**src/rtl/switch_button_io.sv**
```systemverilog
// Switch and push-button input port: synchronises, debounces and latches button presses,
// then serves a 4-register read window on the CPU IO bus.
module switch_button_io #(
    parameter int unsigned SW_WIDTH   = 24,
    parameter int unsigned BTN_WIDTH  = 5,
    parameter int unsigned DB_CYCLES  = 100000,
    parameter int unsigned DATA_WIDTH = 16
) (
    input  logic                  clock,
    input  logic                  reset,
    input  logic                  SwitchCtrl,
    input  logic                  ioRead,
    input  logic [1:0]            addr,
    input  logic [SW_WIDTH-1:0]   switches,
    input  logic [BTN_WIDTH-1:0]  buttons,
    output logic [DATA_WIDTH-1:0] input_data,
    output logic                  btn_event
);

    localparam int unsigned IN_W  = SW_WIDTH + BTN_WIDTH;
    localparam int unsigned CNT_W = (DB_CYCLES > 1) ? $clog2(DB_CYCLES) : 1;
    localparam logic [CNT_W-1:0] CNT_MAX = CNT_W'(DB_CYCLES - 1);

    logic [IN_W-1:0]       sync1, sync2;
    logic [IN_W-1:0]       hist0, hist1;
    logic [IN_W-1:0]       level, level_next, agree;
    logic [CNT_W-1:0]      count;
    logic                  tick;
    logic [BTN_WIDTH-1:0]  pending, pending_next, rise, clear_mask;
    logic [DATA_WIDTH-1:0] rd_data_c;
    logic                  rd_en;

    // Two-flop synchroniser for every raw pin; buttons sit above the switches.
    always_ff @(posedge clock or negedge reset) begin
        if (!reset) begin
            sync1 <= '0;
            sync2 <= '0;
        end else begin
            sync1 <= {buttons, switches};
            sync2 <= sync1;
        end
    end

    // Debounce sample prescaler.
    assign tick = (count == CNT_MAX);

    always_ff @(posedge clock or negedge reset) begin
        if (!reset) begin
            count <= '0;
        end else if (tick) begin
            count <= '0;
        end else begin
            count <= count + CNT_W'(1);
        end
    end

    // A bit qualifies when the current sample matches both stored samples.
    always_comb begin
        agree      = ~(sync2 ^ hist0) & ~(sync2 ^ hist1);
        level_next = level;
        if (tick) begin
            level_next = (agree & sync2) | (~agree & level);
        end
    end

    always_ff @(posedge clock or negedge reset) begin
        if (!reset) begin
            hist0 <= '0;
            hist1 <= '0;
            level <= '0;
        end else begin
            if (tick) begin
                hist0 <= sync2;
                hist1 <= hist0;
            end
            level <= level_next;
        end
    end

    // Sticky press flags; a fresh rise overrides a read-to-clear on the same edge.
    always_comb begin
        rd_en        = SwitchCtrl & ioRead;
        rise         = level_next[IN_W-1:SW_WIDTH] & ~level[IN_W-1:SW_WIDTH];
        clear_mask   = '0;
        if (rd_en && (addr == 2'd2)) begin
            clear_mask = pending;
        end
        pending_next = (pending & ~clear_mask) | rise;
    end

    always_ff @(posedge clock or negedge reset) begin
        if (!reset) begin
            pending <= '0;
        end else begin
            pending <= pending_next;
        end
    end

    assign btn_event = |pending;

    // Register map read mux.
    always_comb begin
        rd_data_c = '0;
        case (addr)
            2'd0:    rd_data_c = DATA_WIDTH'(level[15:0]);
            2'd1:    rd_data_c = DATA_WIDTH'(level[SW_WIDTH-1:16]);
            2'd2:    rd_data_c = DATA_WIDTH'(pending);
            default: rd_data_c = DATA_WIDTH'(level[IN_W-1:SW_WIDTH]);
        endcase
    end

    always_ff @(posedge clock or negedge reset) begin
        if (!reset) begin
            input_data <= '0;
        end else if (rd_en) begin
            input_data <= rd_data_c;
        end
    end

endmodule

```
**config.mk**
```make
export PLATFORM = sky130hd
export DESIGN_NAME = switch_button_io
export DESIGN_NICKNAME = d
export VERILOG_FILES = /design/src/rtl/switch_button_io.sv
export SDC_FILE = /design/constraint.sdc
export NUM_CORES = 1
export LEC_CHECK = 0
export BUFFER_PORTS_ARGS = -buffer_cell sky130_fd_sc_hd__buf_2
export CORE_ASPECT_RATIO = 1.1
export CORE_MARGIN = 1.5
export CORE_UTILIZATION = 54
export CTS_CLUSTER_SIZE = 16
export DETAILED_ROUTE_END_ITERATION = 10
export GPL_ROUTABILITY_DRIVEN = 0
export GPL_TIMING_DRIVEN = 0
export PLACE_DENSITY_LB_ADDON = 0.25
export SLEW_MARGIN = 25
export SYNTH_ARGS = -nofsm -noshare
export SYNTH_HDL_FRONTEND = slang
export SYNTH_SLANG_ARGS = --single-unit
```
**constraint.sdc**
```tcl
create_clock -name clock -period 2.8 [get_ports clock]
set_clock_uncertainty 0.1 [all_clocks]
set_input_delay 0.28 -clock clock [delete_from_list [all_inputs] [get_ports clock]]
set_output_delay 0.28 -clock clock [all_outputs]
set_load 0.05 [all_outputs]
```
==> impl_results.rst <==
.. list-table::
   :header-rows: 1

   * - Metric
     - Value
   * - Area inside the core boundary
     - between 10000 and 15000 sq um
   * - Storage element area
     - 4579 sq um
   * - Vertical die dimension
     - between 100 and 150 um
   * - Post-layout min period
     - 2.603 ns
   * - Number of clock sinks
     - approximately 180
   * - Slack of the critical path
     - 0.1969 ns
   * - Wire length of the first global-routing pass
     - ~24000 um
   * - Timing-limited maximum frequency
     - slightly below 400 MHz
   * - Measured slew at the worst slew-check pin
     - between 1 and 1.5 ns
   * - Count of warnings emitted by yosys
     - 0
   * - Flip-flop and latch count after synthesis
     - ~180
   * - Count of standard-cell rows
     - between 40 and 50
   * - Number of instances in the synthesized netlist
     - a little under 500
   * - Total power of the final layout
     - around 5.4 mW
   * - Critical Path Start Type
     - flip-flop
   * - Area enclosed by the die boundary
     - between 10000 and 15000 sq um
   * - Register area share after synthesis
     - about two thirds
   * - Number of buffers inserted during clock tree synthesis
     - 17
   * - Area grow syn2layout
     - 20.47%
   * - Req. time, crit path
     - between 3 and 4 ns
   * - Count of unique library cells instantiated by Yosys
     - 36
   * - Routed met2 length
     - approximately 7000 um
   * - Initial antenna violation count
     - 0
   * - Area taken by multi-input logic gates
     - between 2000 and 2500 sq um
   * - Power density over the cells
     - 631.0 nW/um^2
   * - Post-placement worst setup slack
     - around 0.12 ns
   * - Largest cells by area after synthesis
     - sky130_fd_sc_hd__dfrtp_1 (65%), sky130_fd_sc_hd__mux2_2 (5.6%), sky130_fd_sc_hd__mux2_4 (5.1%), sky130_fd_sc_hd__o311ai_0 (3.6%), sky130_fd_sc_hd__o41ai_1 (3.6%)
   * - Maximum fanout encountered on the critical timing path
     - 10
   * - Synthesized cell area
     - between 7000 and 8000 sq um
   * - Total inserted antenna cells
     - 0
   * - Hold violation total from the final report
     - 0
   * - Overall overflow remaining after global route
     - 0
   * - Remaining antenna violation count after routing
     - 0
   * - First-pass detailed-route iteration total
     - 4
   * - Final-layout worst hold slack
     - between 0.2 and 0.25 ns
   * - Vias after detailed routing
     - approximately 4500
   * - Largest vdd supply drop
     - between 0.4 and 0.5 mV
   * - Port-buffer cells
     - between 40 and 50
   * - Routed length on met3
     - between 500 and 600 um
   * - Via-to-Cell Ratio
     - 5.929
   * - Max H-tree Level
     - 4
   * - Tightest Hold Check Type
     - in -> reg
   * - Number of design rule violations left after detail routing
     - 0
   * - Worst relative slew slack
     - a little under a third
   * - Starting DRT DRC Count
     - between 300 and 400
   * - Count of boundary I/O pins
     - 52
   * - HPWL after detailed placement
     - approximately 9000 um
   * - Standby leakage power
     - a little under 4 nW
   * - Final Max Tran Viols
     - 0
   * - Number of maximum-capacitance violations
     - 0
   * - Worst-case clock buffer depth
     - 2
   * - CTS root buf
     - sky130_fd_sc_hd__clkbuf_16
   * - Routed wire per std cell
     - 18.85 um
   * - Via count of the first global-routing pass
     - about 4700
   * - Worst skew pair latency
     - ~0.42 ns
   * - Wire length on met1
     - ~6400 um
   * - Share of final-layout standard cells stronger than drive strength 1
     - 26.99%
   * - Data arrival time of the critical path
     - 2.81 ns
   * - Number of nets in the layout
     - 627
   * - Setup violation total in the final timing report
     - 0
   * - Kind of critical path
     - reg -> reg
   * - Run status
     - complete, no violations
   * - Effective utilization at floorplan
     - about 56%
   * - CTS clk-pin slew, worst paths
     - 0.06 ns
   * - Pin count of the biggest net entering global routing
     - 75
   * - Fill cell instance count of the final layout
     - around 900
   * - Overall global routing resource usage
     - a little under a quarter
   * - Synthesized netlist net count
     - between 500 and 600
   * - Capturing element type of the critical path
     - flip-flop
   * - Uppermost routed layer
     - met4
   * - CTS tree
     - built
   * - Die boundary width
     - 111.9 um
   * - Synth top area share
     - between 60% and 70%
   * - Ratio of final minimum period to clock period
     - roughly 93%
   * - Total length of routed wires
     - around 14000 um
   * - Biggest area consumer among synthesized cells
     - sky130_fd_sc_hd__dfrtp_1
   * - Mean cell area of the mapped netlist
     - 14.40 sq um
[worst paths after layout]
check / to / slack (ns) / startpoint / depth (start not counted)
max: hist0[9] / 0.20 / count[0] / 7
min: pending[1] / 0.23 / ioRead / 4
max reg2reg: hist0[9] / 0.20 / count[0] / 7
min reg2reg: sync2[6] / 0.25 / sync1[6] / 0
max in group asynchronous: sync2[8] / 1.63 / reset / 3
min in group asynchronous: hist0[5] / 0.27 / reset / 2
[layout by cell type (no fill, tap or decap), types with 2 or more instances in the layout]
master / n
sky130_fd_sc_hd__clkbuf_16: 17
sky130_fd_sc_hd__clkinv_2: 2
sky130_fd_sc_hd__dfrtp_1: 183
sky130_fd_sc_hd__buf_4: 2
sky130_fd_sc_hd__nand2_1: 42
sky130_fd_sc_hd__o21ai_0: 3
sky130_fd_sc_hd__nor3_1: 2
sky130_fd_sc_hd__mux2_4: 24
sky130_fd_sc_hd__or2_2: 2
sky130_fd_sc_hd__mux2i_1: 3
sky130_fd_sc_hd__and3_1: 4
sky130_fd_sc_hd__buf_6: 4
sky130_fd_sc_hd__o21ai_1: 5
sky130_fd_sc_hd__clkbuf_1: 15
sky130_fd_sc_hd__buf_16: 2
sky130_fd_sc_hd__xor2_1: 7
sky130_fd_sc_hd__o311ai_0: 29
sky130_fd_sc_hd__mux4_2: 5
sky130_fd_sc_hd__o41ai_1: 29
sky130_fd_sc_hd__nand4b_1: 6
sky130_fd_sc_hd__mux2_1: 4
sky130_fd_sc_hd__buf_2: 53
sky130_fd_sc_hd__a22o_1: 8
sky130_fd_sc_hd__nand4_1: 8
sky130_fd_sc_hd__mux2_2: 35
sky130_fd_sc_hd__and2_1: 3
sky130_fd_sc_hd__clkinvlp_4: 2
sky130_fd_sc_hd__clkbuf_8: 6
sky130_fd_sc_hd__xnor2_1: 7
sky130_fd_sc_hd__nand3_1: 35
sky130_fd_sc_hd__dlygate4sd3_1: 30
sky130_fd_sc_hd__inv_6: 2
sky130_fd_sc_hd__bufinv_16: 2
sky130_fd_sc_hd__nor2_1: 10
[report_power, final]
part	leakage [nW]	internal, mW	switching (mW)
combinational	1.19	0.0689	0.104
clock	0.302	1.46	0.994
sequential	2.41	2.69	0.0313
total	3.90	4.22	1.13
[per-stage QoR]
step           area, sq um  TNS [ns]  cells  util (%)
6_report              8483         0    761     67.10
5_1_grt               8483  -0.05249    761     67.10
4_1_cts               8468         0    759     66.98
3_5_place_dp          7548         0    697     59.70
3_3_place_gp          7483   -253.92    695     59.19
2_1_floorplan         7042         0    489         -
[synth_stat cells (all sizes together)]
library cell and count:
a21oi 1, a22o 8, and2 3, and3 4
and4 1, buf 9, clkbuf 15, dfrtp 183
ha 1, mux2 63, mux2i 3, mux4 5
nand2 42, nand3 35, nand4 9, nand4b 6
nor2 11, nor2b 1, nor3 2, nor4 2
o21ai 8, o311ai 29, o31ai 1, o41ai 29
or2 3, or4 1, xnor2 7, xor2 7
[cells by family after synthesis]
family | Yosys count | synth area share (%)
DFF | 183 | 65.03
and+or+nand+nor | 120 | 8.920
AOI/OAI and AO/OA | 76 | 8.955
muxes | 71 | 13.38
buffers and inverters | 24 | 1.794
xor gates and xnor gates | 14 | 1.741
adders and majority gates | 1 | 0.1777
[worst max-delay path, stage by stage (launching register included)]
cell and delay, ns:
sky130_fd_sc_hd__dfrtp_1 0.40, sky130_fd_sc_hd__ha_1 0.16, sky130_fd_sc_hd__clkbuf_1 0.33, sky130_fd_sc_hd__nand4_1 0.25, sky130_fd_sc_hd__buf_4 0.21, sky130_fd_sc_hd__nor2_4 0.29
sky130_fd_sc_hd__buf_2 0.35, sky130_fd_sc_hd__mux2_2 0.38
[final cells by class]
class | count | area share [%]
buffer | 24 | 1.490
clock buffer | 23 | 5.988
clock inverter | 9 | 1.313
multi-input combinational | 282 | 27.54
sequential | 183 | 53.98
tap | 157 | 2.316
timing repair buffer | 83 | 7.375
[metal layers]
layer	up-vias	global-route usage [%]
li1	2054	-
met1	2319	28.94
met2	114	37.54
met3	25	5.383
met4	0	9.731
met5	-	0
[timing repair]
item                                    in CTS  in global routing
endpoints found under the hold margin       80                  0
hold buffers                                30                  0
resized for setup                            0                  0
endpoints found under the setup margin       0                 40
setup buffers                                0                  2
Power figures use the tool's default switching activity.
